<file path="config.mk">
export PLATFORM = sky130hd
export DESIGN_NAME = char_box_locate
export DESIGN_NICKNAME = d
export VERILOG_FILES = /design/src/rtl/char_box_locate.sv
export SDC_FILE = /design/constraint.sdc
export NUM_CORES = 1
export LEC_CHECK = 0
export CAP_MARGIN = 20
export CORE_MARGIN = 3
export CORE_UTILIZATION = 40
export DETAILED_ROUTE_END_ITERATION = 16
export GPL_TIMING_DRIVEN = 0
export PLACE_DENSITY = 0.74
export SYNTH_ARGS = -nofsm -noshare
export SYNTH_HDL_FRONTEND = slang
export SYNTH_SLANG_ARGS = --single-unit
</file>
<file path="constraint.sdc">
create_clock -name clk -period 5.4 [get_ports clk]
set_input_delay 0.54 -clock clk [delete_from_list [all_inputs] [get_ports clk]]
set_output_delay 0.54 -clock clk [all_outputs]
set_load 0.1 [all_outputs]
</file>
<file path="src/rtl/char_box_locate.sv">
// char_box_locate: finds one character's bounding box inside a search window, once per frame.
// Optional BOX_HOLD_EN: a rejected box keeps the previous char_* instead of reporting the window.
module char_box_locate #(
  parameter int MIN_ROW_PIX = 2,
  parameter int MIN_W       = 30,
  parameter int MIN_H       = 45
) (
  input  logic        clk,
  input  logic        rst_n,
  input  logic        i_hs,
  input  logic        i_vs,
  input  logic        i_de,
  input  logic [11:0] i_x,
  input  logic [11:0] i_y,
  input  logic [23:0] i_data,
  input  logic        i_th,
  input  logic [11:0] win_left,
  input  logic [11:0] win_right,
  input  logic [11:0] win_up,
  input  logic [11:0] win_down,
  output logic [11:0] char_left,
  output logic [11:0] char_right,
  output logic [11:0] char_up,
  output logic [11:0] char_down,
  output logic        box_valid,
  output logic        box_done,
  output logic [23:0] o_data,
  output logic [11:0] o_x,
  output logic [11:0] o_y,
  output logic        o_th,
  output logic        o_hs,
  output logic        o_vs,
  output logic        o_de
);
  localparam logic [7:0]  MIN_HITS = 8'(MIN_ROW_PIX);
  localparam logic [12:0] MIN_W13  = 13'(MIN_W);
  localparam logic [12:0] MIN_H13  = 13'(MIN_H);
  logic        in_win, row_first, row_last, commit, vs_rise, frame_end, ok;
  logic [11:0] row_min_q, row_min_d, row_max_q, row_max_d;
  logic [7:0]  row_hits_q, row_hits_d;
  logic [11:0] f_left_q, f_left_d, f_right_q, f_right_d, f_up_q, f_up_d, f_down_q, f_down_d;
  logic        f_any_q, f_any_d;
  logic        vs_d_q, vs_seen_q, armed_q;
  logic [12:0] box_w, box_h;
  always_comb begin
    in_win     = i_de && (win_left <= i_x) && (i_x <= win_right) && (win_up <= i_y) && (i_y <= win_down);
    row_first  = in_win && (i_x == win_left);
    row_last   = in_win && (i_x == win_right);
    row_min_d  = row_first ? (i_th ? i_x : 12'hFFF)
               : (in_win && i_th && (i_x < row_min_q)) ? i_x : row_min_q;
    row_max_d  = row_first ? (i_th ? i_x : 12'h000)
               : (in_win && i_th && (i_x > row_max_q)) ? i_x : row_max_q;
    row_hits_d = row_first ? {7'd0, i_th}
               : (in_win && i_th && (row_hits_q != 8'hFF)) ? row_hits_q + 8'd1 : row_hits_q;
    commit     = row_last && (row_hits_d >= MIN_HITS);
    f_up_d     = !i_vs ? 12'h000 : (commit && !f_any_q) ? i_y : f_up_q;
    f_down_d   = !i_vs ? 12'h000 : commit ? i_y : f_down_q;
    f_left_d   = !i_vs ? 12'hFFF : (commit && (row_min_d < f_left_q)) ? row_min_d : f_left_q;
    f_right_d  = !i_vs ? 12'h000 : (commit && (row_max_d > f_right_q)) ? row_max_d : f_right_q;
    f_any_d    = i_vs && (f_any_q || commit);
    // vs_d is only trusted once it holds a real sample, so a frame in flight at reset never arms
    vs_rise    = vs_seen_q && !vs_d_q && i_vs;
    frame_end  = armed_q && vs_d_q && !i_vs;
    box_w      = {1'b0, f_right_q} - {1'b0, f_left_q} + 13'd1;
    box_h      = {1'b0, f_down_q} - {1'b0, f_up_q} + 13'd1;
    ok         = f_any_q && (box_w >= MIN_W13) && (box_h >= MIN_H13);
  end
  always_ff @(posedge clk or negedge rst_n) begin
    if (!rst_n) begin
      row_min_q  <= 12'h000;
      row_max_q  <= 12'h000;
      row_hits_q <= 8'd0;
      f_left_q   <= 12'hFFF;
      f_right_q  <= 12'h000;
      f_up_q     <= 12'h000;
      f_down_q   <= 12'h000;
      f_any_q    <= 1'b0;
      vs_d_q     <= 1'b0;
      vs_seen_q  <= 1'b0;
      armed_q    <= 1'b0;
      char_left  <= 12'h000;
      char_right <= 12'h000;
      char_up    <= 12'h000;
      char_down  <= 12'h000;
      box_valid  <= 1'b0;
      box_done   <= 1'b0;
      o_data     <= 24'h000000;
      o_x        <= 12'h000;
      o_y        <= 12'h000;
      o_th       <= 1'b0;
      o_hs       <= 1'b0;
      o_vs       <= 1'b0;
      o_de       <= 1'b0;
    end else begin
      row_min_q  <= row_min_d;
      row_max_q  <= row_max_d;
      row_hits_q <= row_hits_d;
      f_left_q   <= f_left_d;
      f_right_q  <= f_right_d;
      f_up_q     <= f_up_d;
      f_down_q   <= f_down_d;
      f_any_q    <= f_any_d;
      vs_d_q     <= i_vs;
      vs_seen_q  <= 1'b1;
      armed_q    <= armed_q || vs_rise;
      box_done   <= frame_end;
      if (frame_end) begin
        box_valid <= ok;
        if (ok) begin
          char_left  <= f_left_q;
          char_right <= f_right_q;
          char_up    <= f_up_q;
          char_down  <= f_down_q;
        end
`ifndef BOX_HOLD_EN
        else begin
          char_left  <= win_left;
          char_right <= win_right;
          char_up    <= win_up;
          char_down  <= win_down;
        end
`endif
      end
      o_data <= i_data;
      o_x    <= i_x;
      o_y    <= i_y;
      o_th   <= i_th;
      o_hs   <= i_hs;
      o_vs   <= i_vs;
      o_de   <= i_de;
    end
  end
endmodule

</file>
# --- Word-level counts from Yosys, hierarchy flattened ---
# Index checks and enable logic that the tools add are counted.
op_classes:
  addsub: 5
  order_cmp: 11
  eq_ne: 7
  muxes: 20
  reduce_logical: 26
ops:
  columns: ["op", "count"]
  rows:
  - ["$mux W12", 18]
  - ["$le A12 B12 Y1", 4]
  - ["$add A13 B1 Y13 const B", 2]
  - ["$sub A12 B12 Y13", 2]
  - ["$eq A12 B12 Y1", 2]
  - ["$gt A12 B12 Y1", 2]
  - ["$lt A12 B12 Y1", 2]
  - ["$logic_and A1 B1 Y1", 21]
  - ["$mux W8", 2]
  - ["$ge A13 B5 Y1 const B", 1]
  - ["$ge A13 B6 Y1 const B", 1]
  - ["$add A8 B1 Y8 const B", 1]
  - ["$ge A8 B2 Y1 const B", 1]
  - ["$ne A2 B1 Y1 const B", 4]
  - ["$ne A8 B8 Y1 const B", 1]
  - ["$logic_not A1 Y1", 3]
  - ["$logic_or A1 B1 Y1", 2]
totals:
  ff_bits: 185
  inputBits: 102

# --- Logic depth before layout (Yosys ltp) ---
depth:
  depth_word: 14
  mapped_depth: 24
  ltp_nobuf: 21

# --- Least setup slack after synthesis ---
# Ideal clock, no wire load.
synth_timing:
  path_type: "input-to-reg"
  from: "in i_x[10]"
  to: "reg f_left_q[8]"
  t_arrival_ns: 5.081
  required_time_ns: 5.319
  slack_ns: 0.238
  stages: 24
  path_buffers: 3
  path_cell_list: "inv_1 -> ha_1 -> nand4_1 -> nor2_1 -> and4_1 -> buf_4 -> a31oi_1 -> or3b_1 -> nor4_2 -> clkbuf_1 -> nand2_1 -> o21ai_0 -> inv_1 -> ha_1 -> a21o_1 -> a21o_1 -> a21o_1 -> a21o_1 -> a21o_1 -> a21o_1 -> a221o_1 -> a2111o_1 -> buf_2 -> o211ai_1"
synth_lines:
  columns: ["element", "line", "text"]
  rows:
  - ["start: declaration", "13", "input logic [11:0] i_x,"]
  - ["$le A12 B12 Y1", "46", "in_win = i_de && (win_left <= i_x) && (i_x <= win_right) && (win_up <= i_y) && (i_y <= win_down);"]
  - ["$logic_and A1 B1 Y1 (4 in series)", "46", null]
  - ["$logic_and A1 B1 Y1 (2 in series)", "50", ": (in_win && i_th && (i_x < row_min_q)) ? i_x : row_min_q;"]
  - ["$mux W12", "50", null]
  - ["$mux W12 (*)", "49", "row_min_d = row_first ? (i_th ? i_x : 12'hFFF)"]
  - ["named net row_min_d[5]", "39", "logic [11:0] row_min_q, row_min_d, row_max_q, row_max_d;"]
  - ["$lt A12 B12 Y1 (*)", "58", "f_left_d = !i_vs ? 12'hFFF : (commit && (row_min_d < f_left_q)) ? row_min_d : f_left_q;"]
  - ["$logic_and A1 B1 Y1 (*)", "58", null]
  - ["$ne A2 B1 Y1 (no line) (*)", null, null]
  - ["end signal: assignment", "98", "f_left_q <= f_left_d;"]
  - ["end: declaration", "41", "logic [11:0] f_left_q, f_left_d, f_right_q, f_right_d, f_up_q, f_up_d, f_down_q, f_down_d;"]
# The timed path passes the listed nets; every way through them passes the cells marked *. The select of a mux whose other input is x is not followed.
# A chain may end at the register's enable or synchronous reset.

# --- Worst setup path after layout ---
layout_timing:
  from: "in win_left[6]"
  to: "reg f_left_q[10]"
layout_lines:
  columns: ["element", "line", "text"]
  rows:
  - ["start: declaration", "17", "input logic [11:0] win_left,"]
  - ["$le A12 B12 Y1", "46", null]
  - ["$logic_and A1 B1 Y1 (4 in series)", "46", null]
  - ["$logic_and A1 B1 Y1 (2 in series)", "50", null]
  - ["$mux W12", "50", null]
  - ["$mux W12 (*)", "49", null]
  - ["named net row_min_d[5]", "39", null]
  - ["$lt A12 B12 Y1 (*)", "58", null]
  - ["$logic_and A1 B1 Y1 (*)", "58", null]
  - ["$ne A2 B1 Y1 (no line) (*)", null, null]
# Marked as above.

==> summary.md <==
| Metric | Value |
|---|---|
| Cell occurring most often along the worst timing path | `sky130_fd_sc_hd__a21o_1` |
| Hold-fix buffers, CTS | `0` |
| Number of instances in the synthesized netlist | `1160` |
| Post-Synthesis Net Count | `around 1400` |
| F_max | `0.186 GHz` |
| Cell accounting for the most synthesized area | `sky130_fd_sc_hd__dfrtp_1` |
| Level count of the clock H-tree | `4` |
| Most used standard cells in the synthesized netlist | `sky130_fd_sc_hd__dfrtp_1 (173), sky130_fd_sc_hd__ha_1 (141), sky130_fd_sc_hd__inv_1 (140)` |
| Run status | `finished clean` |
| Layout cell share with drive strength beyond 1 | `around 9.7%` |
| Worst slew pin tran | `1.08 ns` |
| Startpoint type of the worst setup path | `primary input` |
| DRT Wirelength | `approximately 35000 um` |
| Number of max-cap violations | `0` |
| Area added between synthesis and finish | `32.1%` |
| Die Y-Extent | `172 um` |
| Placed wire-length estimate after detailed placement | `26600 um` |
| Violation count after the first detailed-routing iteration | `716` |
| Routed wl met3 | `2180 um` |
| Number of synthesized flops with an enable pin | `0` |
| Main synth FF type | `sky130_fd_sc_hd__dfrtp_1` |
| Number of antenna violations at the first check in global routing | `3` |
| CP Max Fanout | `5` |
| Count of buffering cells on the critical path with inverters included | `6` |
| Peak supply drop | `265 uV` |
| Data arrival time at the worst-slack endpoint | `5.74 ns` |
| Via count of the first global-routing pass | `9657` |
| Cell types occupying the most area after synthesis | `sky130_fd_sc_hd__dfrtp_1 (39%), sky130_fd_sc_hd__ha_1 (16%), sky130_fd_sc_hd__mux2i_1 (5.4%)` |
| Number of pins with negative max-slew slack in the final report | `0` |
| Critical Path Max Stage Delay | `about 0.50 ns` |
| FFs w/ async S/R, synth | `100%` |
| Final min period | `5.37 ns` |
| Die outline area | `0.0297 mm^2` |
| Clock Tree Buf Depth | `2` |
| Portion of the post-synthesis area used by sequential elements | `42.0%` |
| Number of nets with antenna violations after routing | `0` |
| Core footprint | `0.0271 mm^2` |
| Detailed-router iteration count before antenna repair | `7` |
| Min setup slack post-route | `0.0334 ns` |
| Worst-case clock skew | `0.0185 ns` |
| Slew HR | `28.0%` |
| Yosys warnings | `0` |
| Post-placement setup slack | `-1.67 ns` |
| Clock latency on the worst-skew pair | `0.46 ns` |
| Critical path endpoint category | `register` |
| Min-delay worst type | `primary input to asynchronous set/reset pin` |
| Number of hold-slack violations in the final timing report | `0` |
| Total congestion overflow after global routing | `0` |
| Clock-pin slew on the worst setup and hold paths | `0.08 ns` |
| Final setup violation count | `0` |
| Number of flip-flops and latches in the synthesized netlist | `185` |
| Area of all placed cells without fillers | `0.0146 mm^2` |
| Area fraction of the dominant cell type after synthesis | `39.1%` |
| Static power due to leakage | `6.96 nW` |
| Final design utilization | `53.9%` |
| Top cell family by delay on the critical path | `compound AO/OA/AOI/OAI gates` |
| Most used standard cell by instance count after synthesis | `sky130_fd_sc_hd__dfrtp_1` |
| Number of distinct library cells after synthesis | `62` |
| Power density over cell area | `around 330 mW/mm^2` |
| Via-to-Cell Ratio | `5.47` |
| Metal2 WL | `16900 um` |
| Wire length on met1 | `roughly 15000 um` |
| Die span in x | `172 um` |
| Final RePlAce weighted congestion | `about 0.95` |
| Detailed-route via count | `9790` |
| Pin count of the biggest net entering global routing | `117` |
| Port buffer count | `just over 200` |
| Clock tree from TritonCTS | `done` |
| Clock root buffer | `sky130_fd_sc_hd__clkbuf_16` |
| Uppermost layer routed | `met4` |
| IO Count | `204` |
| Num CTS Buffers | `17` |
| Count of clock tree sinks | `~190` |
| Post-route clock period utilization | `99.4%` |
| Total number of placement rows | `60` |
| Worst hold-check slack | `0.0280 ns` |
| Routed length per instance | `19.5 um` |
| Post-layout nets | `1648` |
| DRC violations left | `0` |
| WP data required | `5.78 ns` |
| Overall Global Routing Usage | `22.9%` |
| Mean post-synth cell area | `about 9.5 um^2` |
| Global-route wire length before repair | `53000 um` |
| Placement-stage cell area | `0.0136 mm^2` |
| Netlist area before placement | `0.0111 mm^2` |
| Crit-path slowest cell | `sky130_fd_sc_hd__a2111o_1` |
| Type of the worst setup path | `primary input to register` |
| Initial core utilization | `~41%` |
| Total of fill cells in the finished design | `about 2400` |
## registers in the layout, indices dropped and copies added, names as in the netlist, 12 cells and up
name	flops
o_data	24
char_down	12
char_left	12
char_right	12
char_up	12
f_down_q	12
f_left_q	12
f_right_q	12
f_up_q	12
o_x	12
o_y	12
row_max_q	12
row_min_q	12
## placed cells by master, fill, tap and decap left out, types with 10 or more instances in the layout
| master | instances |
|---|---|
| sky130_fd_sc_hd__o31ai_1 | 15 |
| sky130_fd_sc_hd__ha_1 | 133 |
| sky130_fd_sc_hd__o21ai_0 | 111 |
| sky130_fd_sc_hd__dlymetal6s2s_1 | 14 |
| sky130_fd_sc_hd__nor2_1 | 46 |
| sky130_fd_sc_hd__dfstp_2 | 12 |
| sky130_fd_sc_hd__clkbuf_1 | 21 |
| sky130_fd_sc_hd__or3_1 | 13 |
| sky130_fd_sc_hd__nand2_1 | 121 |
| sky130_fd_sc_hd__mux2i_1 | 60 |
| sky130_fd_sc_hd__a21oi_1 | 65 |
| sky130_fd_sc_hd__buf_4 | 21 |
| sky130_fd_sc_hd__buf_2 | 11 |
| sky130_fd_sc_hd__nand3_1 | 10 |
| sky130_fd_sc_hd__nand4_1 | 25 |
| sky130_fd_sc_hd__inv_1 | 138 |
| sky130_fd_sc_hd__a21o_1 | 28 |
| sky130_fd_sc_hd__clkbuf_16 | 17 |
| sky130_fd_sc_hd__dfrtp_1 | 173 |
| sky130_fd_sc_hd__a211o_1 | 15 |
| sky130_fd_sc_hd__o211ai_1 | 19 |
| sky130_fd_sc_hd__clkdlybuf4s50_1 | 173 |
## logic make-up (layout without fill, tap and decap cells)
kind of cell | after synthesis | after routing | synth area share, %
compound gates | 316 | 316 | 17.9
xor+xnor | 7 | 7 | 0.554
fa+ha+maj | 143 | 143 | 16.3
buf+inv | 182 | 438 | 6.50
flops | 185 | 185 | 42.0
mux | 62 | 62 | 5.63
other cells | 1 | 3 | 0.0339
simple gates | 264 | 264 | 11.1
## where the power goes
group          switching (mW)  leakage, nW  internal, mW  total [mW]
sequential             0.0972         2.28          1.56        1.65
clock                   0.669        0.297         0.633        1.30
combinational            1.28         4.38         0.580        1.86
total                    2.04         6.96          2.77        4.81
## per-layer routing
metal	up-vias	GRT usage (%)
li1	4591	-
met2	369	38.0
met5	-	0
met4	0	7.67
met3	62	4.18
met1	4768	30.4
## stage by stage
stage	TNS (ns)	power, mW	cells
floorplan	0	2.86	1160
global placement	-735.92	3.37	1735
detailed placement	-35.25	3.42	1736
CTS	0	4.74	1774
global route	-0.615	5.05	1790
finish	0	4.81	1790
## path summary, 6_finish.rpt
kind | startpoint | slack [ns] | cells past startpoint | to
max | win_left[6] | 0.03 | 25 | f_left_q[10]
min | rst_n | 0.03 | 1 | o_data[18]
max reg2reg | row_min_q[9] | 0.33 | 23 | f_left_q[10]
min reg2reg | char_left[1] | 0.48 | 2 | char_left[1]
max in group asynchronous | rst_n | 4.41 | 2 | row_min_q[3]
min in group clk | i_y[10] | 0.32 | 1 | o_y[10]
## cell type report
type	count	area, um^2	share of cell area [%]
clock buffers	17	425	2.91
diodes	2	5.00	0.0343
plain buffers	42	230	1.58
well taps	372	465	3.19
flip-flops and latches	185	4640	31.8
inverters	140	526	3.60
multi-input cells	793	5890	40.3
repair buffers	224	2220	15.2
clock inverters	15	203	1.39
## what timing repair did
item                                   in CTS  in global routing
setup endpoints to repair                  24                 24
resized for setup                          52                 68
setup buffers                               6                 13
endpoints found under the hold margin       0                  0
cloned                                      0                  1
pin swaps                                   5                 17
(Power assumes the default switching activity.)
